## src/rtl/spi_master_ctrl.sv

```systemverilog
// SPI mode-0 initiator: byte stream in, sclk/mosi/cs out, miso sampled into rxData.
// Latency: cs/mosi one cycle after accept; rxValid 1+16*CLK_DIV cycles after accept.
// Backpressure: txReady only in IDLE/WAIT; cs held low between bytes until a txLast byte.
//
// Ports:
//   clk, reset        - system clock, synchronous active-high reset
//   txData/txValid/txLast/txReady - host byte stream (accept on txValid && txReady)
//   rxData/rxValid    - received byte, rxValid pulses one cycle when rxData updates
//   busy              - high whenever the controller is not IDLE
//   sclk/mosi/miso/cs - SPI pins (mode 0, MSB first, cs active low)
// Build option: SPI_MASTER_LOOPBACK_EN routes internal mosi into the rx shifter.

module spi_master_ctrl #(
    parameter int CLK_DIV = 4
) (
    input  logic       clk,
    input  logic       reset,
    input  logic [7:0] txData,
    input  logic       txValid,
    input  logic       txLast,
    output logic       txReady,
    output logic [7:0] rxData,
    output logic       rxValid,
    output logic       busy,
    output logic       sclk,
    output logic       mosi,
    input  logic       miso,
    output logic       cs
);

    localparam int DW = $clog2(CLK_DIV + 1);
    // Counter runs RELOAD..0, so each phase lasts exactly CLK_DIV cycles.
    localparam logic [DW-1:0] RELOAD = DW'(CLK_DIV - 1);

    typedef enum logic [2:0] {
        S_IDLE,
        S_SHIFT,
        S_WAIT,
        S_HOLD,
        S_GAP
    } state_t;

    state_t        state_q, state_d;
    logic [DW-1:0] div_cnt_q, div_cnt_d;
    logic [3:0]    bit_cnt_q, bit_cnt_d;
    logic [7:0]    tx_sh_q, tx_sh_d;
    logic [7:0]    rx_sh_q, rx_sh_d;
    logic [7:0]    rx_data_q, rx_data_d;
    logic          rx_vld_q, rx_vld_d;
    logic          last_q, last_d;
    logic          sclk_q, sclk_d;
    logic          mosi_q, mosi_d;
    logic          cs_q, cs_d;
    logic          rx_in;
    logic          accept;
    logic          div_zero;

`ifdef SPI_MASTER_LOOPBACK_EN
    logic unused_miso;
    assign unused_miso = miso;
    assign rx_in       = mosi_q;
`else
    assign rx_in = miso;
`endif

    assign txReady  = !reset && ((state_q == S_IDLE) || (state_q == S_WAIT));
    assign accept   = txValid && txReady;
    assign div_zero = (div_cnt_q == '0);

    always_comb begin
        state_d   = state_q;
        div_cnt_d = div_cnt_q;
        bit_cnt_d = bit_cnt_q;
        tx_sh_d   = tx_sh_q;
        rx_sh_d   = rx_sh_q;
        rx_data_d = rx_data_q;
        rx_vld_d  = 1'b0;
        last_d    = last_q;
        sclk_d    = sclk_q;
        mosi_d    = mosi_q;
        cs_d      = cs_q;

        case (state_q)
            S_IDLE, S_WAIT: begin
                if (accept) begin
                    tx_sh_d   = txData;
                    last_d    = txLast;
                    mosi_d    = txData[7];
                    cs_d      = 1'b0;
                    sclk_d    = 1'b0;
                    div_cnt_d = RELOAD;
                    bit_cnt_d = 4'd0;
                    state_d   = S_SHIFT;
                end
            end
            S_SHIFT: begin
                if (div_zero) begin
                    div_cnt_d = RELOAD;
                    sclk_d    = !sclk_q;
                    if (!sclk_q) begin
                        // Rising edge: capture the incoming bit.
                        rx_sh_d = {rx_sh_q[6:0], rx_in};
                    end else begin
                        // Falling edge: bit_cnt counts completed bits.
                        bit_cnt_d = bit_cnt_q + 4'd1;
                        if (bit_cnt_q == 4'd7) begin
                            rx_data_d = rx_sh_q;
                            rx_vld_d  = 1'b1;
                            state_d   = last_q ? S_HOLD : S_WAIT;
                        end else begin
                            tx_sh_d = tx_sh_q << 1;
                            mosi_d  = tx_sh_q[6];
                        end
                    end
                end else begin
                    div_cnt_d = div_cnt_q - DW'(1);
                end
            end
            S_HOLD: begin
                if (div_zero) begin
                    cs_d      = 1'b1;
                    div_cnt_d = RELOAD;
                    state_d   = S_GAP;
                end else begin
                    div_cnt_d = div_cnt_q - DW'(1);
                end
            end
            S_GAP: begin
                if (div_zero) begin
                    state_d = S_IDLE;
                end else begin
                    div_cnt_d = div_cnt_q - DW'(1);
                end
            end
            default: state_d = S_IDLE;
        endcase
    end

    always_ff @(posedge clk) begin
        if (reset) begin
            state_q   <= S_IDLE;
            div_cnt_q <= '0;
            bit_cnt_q <= 4'd0;
            tx_sh_q   <= 8'h00;
            rx_sh_q   <= 8'h00;
            rx_data_q <= 8'h00;
            rx_vld_q  <= 1'b0;
            last_q    <= 1'b0;
            sclk_q    <= 1'b0;
            mosi_q    <= 1'b0;
            cs_q      <= 1'b1;
        end else begin
            state_q   <= state_d;
            div_cnt_q <= div_cnt_d;
            bit_cnt_q <= bit_cnt_d;
            tx_sh_q   <= tx_sh_d;
            rx_sh_q   <= rx_sh_d;
            rx_data_q <= rx_data_d;
            rx_vld_q  <= rx_vld_d;
            last_q    <= last_d;
            sclk_q    <= sclk_d;
            mosi_q    <= mosi_d;
            cs_q      <= cs_d;
        end
    end

    assign rxData  = rx_data_q;
    assign rxValid = rx_vld_q;
    assign busy    = (state_q != S_IDLE);
    assign sclk    = sclk_q;
    assign mosi    = mosi_q;
    assign cs      = cs_q;

endmodule
```

## config.mk

```make
export PLATFORM = sky130hd
export DESIGN_NAME = spi_master_ctrl
export DESIGN_NICKNAME = d
export VERILOG_FILES = /design/src/rtl/spi_master_ctrl.sv
export SDC_FILE = /design/constraint.sdc
export NUM_CORES = 1
export LEC_CHECK = 0
export ABC_CLOCK_PERIOD_IN_PS = 2600
export CORE_MARGIN = 2
export CORE_UTILIZATION = 52
export DETAILED_ROUTE_END_ITERATION = 16
export PLACE_DENSITY = 0.76
export SLEW_MARGIN = 20
export SYNTH_ARGS = -nofsm -noshare
export SYNTH_HDL_FRONTEND = slang
export SYNTH_SLANG_ARGS = --single-unit
```

## constraint.sdc

```tcl
create_clock -name clk -period 2.6 [get_ports clk]
set_clock_uncertainty 0.05 [all_clocks]
set_input_delay 0.78 -clock clk [delete_from_list [all_inputs] [get_ports clk]]
set_output_delay 0.78 -clock clk [all_outputs]
set_load 0.05 [all_outputs]
```

# Word level (Yosys, flattened, before mapping)

Cells that the tools add are included.

Bits of input ports: 13
Output and inout bits: 14
Bits in registers: 38

Bitwise gates (word level): 3
Add/subtract/negate cells: 2
Mux-type cells: 32
Reductions and logical operators: 23
Eq/ne operators: 13

Operator list:

| kind                                                                  | count |
|---|---|
| 7-bit two-way mux                                                     | 4 |
| 3-bit two-way mux                                                     | 9 |
| 2-bit inequality test, second input constant                          | 8 |
| 7-bit one-hot mux with 2 select lines                                 | 1 |
| 4-bit two-way mux                                                     | 3 |
| 3-bit one-hot mux with 4 select lines                                 | 1 |
| 3-bit AND reduction                                                   | 4 |
| 1-bit two-way mux                                                     | 9 |
| 3-bit one-hot mux with 3 select lines                                 | 1 |
| 4-bit one-hot mux with 2 select lines                                 | 1 |
| 4-bit AND reduction                                                   | 2 |
| 3-bit by 2-bit equality test with 1-bit output, second input constant | 2 |
| 3-bit logical NOT                                                     | 2 |
| 1-bit one-hot mux with 2 select lines                                 | 3 |
| 6-bit AND reduction                                                   | 1 |
| 3-bit nonzero test                                                    | 2 |
| 5-bit AND reduction                                                   | 1 |
| 4-bit by 1-bit adder with 4-bit output, second input constant         | 1 |
| 4-bit by 3-bit equality test with 1-bit output, second input constant | 1 |
| 2-bit nonzero test                                                    | 2 |
| 2-bit OR reduction                                                    | 2 |
| 4-bit OR reduction                                                    | 1 |
| 3-bit by 1-bit equality test with 1-bit output, second input constant | 1 |
| 3-bit equality test, second input constant                            | 1 |
| other kinds (6)                                                       | 10 |

# Longest topological paths before layout

Depth in word-level cells: 6
Gate-level depth with buffers: 8
Gate-level depth less buffers: 6

# Worst setup path before layout

No wires, ideal clock.

Path kind: input to output
From: in reset
To: out txReady
Setup slack: -0.412 ns
Path buffers: 2
Data arrival time: 2.182 ns
Cell stages on the path: 3
Cells stage by stage: buf_2 buf_1 nor3_1

Cells in the longest elaborated chain, start to end: 2

Ends and longest elaborated chain:

| element           | line | RTL |
|---|---|---|
| start, declared   | 17   | `input logic reset,` |
| 1-bit logical NOT | 66   | `assign txReady = !reset && ((state_q == S_IDLE) \|\| (state_q == S_WAIT));` |
| 1-bit logical AND | 66   |  |
| end, declared     | 21   | `output logic txReady,` |

Every way passes these cells.

# Worst setup path after layout

Ends and elaborated chain as after synthesis.

==> flow_summary_export.csv <==
group,metric,value,unit
clock_network,cts-hold-fix-buffers,0,
cells_and_area,areaGrowthSynthToFinish,21.4,%
clock_network,cts_root_buf,"clkbuf_4",
critical_path,arrival,1710,ps
placement,hpwl,2580,um
critical_path,r2r_end,"tx_sh_q[2]",
die,die_area,3830,um2
critical_path,start_kind,"input pin",
critical_path,crit_required,1770,ps
synth,synth_fp_nets,208,
synth,avgSynthCellArea,9.06,um2
timing,final.setup.worst_slack,59.7,ps
flow_run,cap_violations,0,
drt,num_vias,1490,
global_routing,grt_util_all_layers,21.8,%
clock_network,htree_levels,2,
timing,finalCriticalPeriod,2540,ps
critical_path,critPathMaxFanout,6,
clock_network,post-cts-setup-buffers,0,
drt,post_drt_wl_per_cell,13.8,um
drt,via_per_inst,5.60,
drt,drcViolationCount,0,
placement,numPortBuffers,26,
die,fp-row-count,21,
synth,yosys_warnings,0,
min_path,hp-start,"mosi",
cells_and_area,drive_gt1_share,11.4,%
timing,rsz0062_at_grt,"no",
global_routing,grt_antenna_before_repair,0,
global_routing,grt-ovfl-total,0,
clock_network,clk_pin_slew_worst_paths,120,ps
placement,place_congestion,0.774,
cells_and_area,nets,235,
die,die_w,61.9,um
clock_network,clockBufferDepth,2,
clock_network,post_cts_resized,0,
drt,dr.pass1.iters,4,
timing,max_freq,0.394,GHz
cells_and_area,insertedDiodeCount,0,
synth,synth.yosys.seq_area_share,43.7,%
synth,synth-edff-count,0,
min_path,min_to,"mosi",
timing,maxSlewHeadroom,59.4,%
pwr,power,0.00112,W
global_routing,grt_pass1_wl,5990,um
synth,synth-main-ff-cell,"dfxtp_1",
timing,tns,0,ps
status,run_status,"complete, no violations",
critical_path,endpoint_kind,"primary output",
drt,ant_nets,0,
critical_path,cp_slowest_cell,"clkdlybuf4s50_1",
timing,drv_slew,0,
synth,syn_area,1740,um2
critical_path,reg2reg_slack,440,ps
timing,hold_viol_final,0,
drt,routed_wl,3680,um
cells_and_area,final_core_util,64.3,%
critical_path,crit_type,"input pin to primary output",
synth,ys_ff_latch,38,
timing,finalCritPeriodShare,97.7,%
clock_network,cts_sinks,38,
drt,drt_iter0_markers,131,
die,ios,27,
clock_network,cts_made_buffers,5,
clock_network,cts_tree,"done",
placement,pre_cts_slack,42.5,ps
pwr,power_density,533,nW/um2
pwr,p_leak,0.762,nW
critical_path,reg2reg_depth,4,
die,core,3280,um2
critical_path,crit_chain,"clkdlybuf4s50_1 -> nor3_2 -> buf_12",
min_path,hold_class,"register to register",
pwr,max-vdd-ir-drop,0.397,mV
die,die_h,61.9,um
die,initial_core_util,53.0,%
global_routing,grt_pass1_vias,1363,
min_path,min_path_cells,2,
timing,worst_pin_slew,609,ps
timing,holdWs,432,ps
synth,synth_cell_types,40,
synth,syn_inst,192,
timing,setup_viol,0,
global_routing,grt_max_degree,34,
critical_path,worstReg2RegStart,"state_q[0]",
critical_path,critical_path.max_stage_delay,530,ps
synth,async_reset_ff_share,0,%
clock_network,clkLatencyLatePin,350,ps
-- state kept, by name (all words and copies together), names as in the netlist, 3 cells and up --
register / count
bit_cnt_q: 4
tx_sh_q: 7
div_cnt_q: 3
rx_sh_q: 8
state_q: 3
rxData: 8
-- power by group --
part | switching (W) | leakage, nW | internal [W]
clock network | 0.000199 | 0.0343 | 0.000130
registers | 0.0000127 | 0.308 | 0.000599
logic | 0.000106 | 0.420 | 0.0000780
total | 0.000318 | 0.762 | 0.000807
-- worst max-delay path: cells and delay by family --
family | cells | cell delay, ps
AND/OR/NAND/NOR | 1 | 230
buffers and inverters | 2 | 700
-- how the worst max path moves through the flow --
stage / from / to / cells after the start
after floorplan: reset / txReady / 3
after global placement: reset / bit_cnt_q[3] / 4
after detailed placement: reset / bit_cnt_q[3] / 4
after CTS: reset / txReady / 3
after global routing: reset / txReady / 3
final: reset / txReady / 3
-- area by class of cell --
cell class,count,area (um2)
Clock buffer,6,51.3
Clock inverter,2,12.5
Fill cell,309,1170
Inverter,6,22.5
Multi-Input combinational cell,134,880
Sequential cell,38,761
Tap cell,46,57.6
Timing Repair Buffer,34,328
-- kinds of logic after synthesis --
logic type | Yosys count | share of synthesized area [%]
simple gates | 62 | 18.3
compound gates | 51 | 19.5
flops | 38 | 43.7
buf+inv | 20 | 6.04
mux | 18 | 10.4
fa+ha+maj | 3 | 2.16
-- layout by cell type (no fill, tap or decap), types with 2 or more instances in the layout --
cell type	count
dfxtp_1	38
clkdlybuf4s50_1	24
nor2_1	21
nand2_1	21
mux2i_1	18
a21oi_1	16
buf_4	9
a211o_1	8
o21ai_0	7
inv_1	6
clkbuf_4	5
nand3_1	3
o21ai_1	3
a211oi_1	3
a32o_1	3
ha_1	3
nor3_2	2
nor2b_1	2
a21oi_2	2
a21o_1	2
nor3_1	2
a31oi_1	2
-- metrics by stage --
| stage | cell area [um2] | cells |
|---|---|---|
| 6_report | 2110 | 266 |
| 4_1_cts | 2110 | 266 |
| 2_1_floorplan | 1750 | 192 |
| 3_5_place_dp | 2050 | 258 |
| 3_3_place_gp | 2050 | 258 |
| 5_1_grt | 2110 | 266 |
-- routing by layer --
metal  wire length (um)  vias up  GRT usage, %  part of all wire [%]
li1                   -      734             -                     -
met4                 54        0          9.73                   1.5
met5                  0        -             0                     0
met3                179        5          7.04                   4.9
met2               1860       32          35.5                    51
met1               1580      719          26.3                    43
-- cell usage after synthesis (2+ instances only) --
master,n,area share [%]
a211o_1,8,4.0
a211oi_1,3,1.3
a21o_1,2,0.86
a21oi_1,16,4.6
a21oi_2,2,1.0
a31oi_1,2,0.72
a32o_1,3,1.7
buf_1,2,0.43
buf_2,3,0.86
buf_4,3,1.3
buf_6,2,1.3
clkbuf_1,4,0.86
dfxtp_1,38,44
ha_1,3,2.2
inv_1,6,1.3
mux2i_1,18,10
nand2_1,21,4.5
nand3_1,3,0.86
nor2_1,21,4.5
nor2b_1,2,0.72
nor3_1,3,0.86
o21ai_0,7,2.0
o21ai_1,3,0.86
Power figures use the tool's default switching activity.
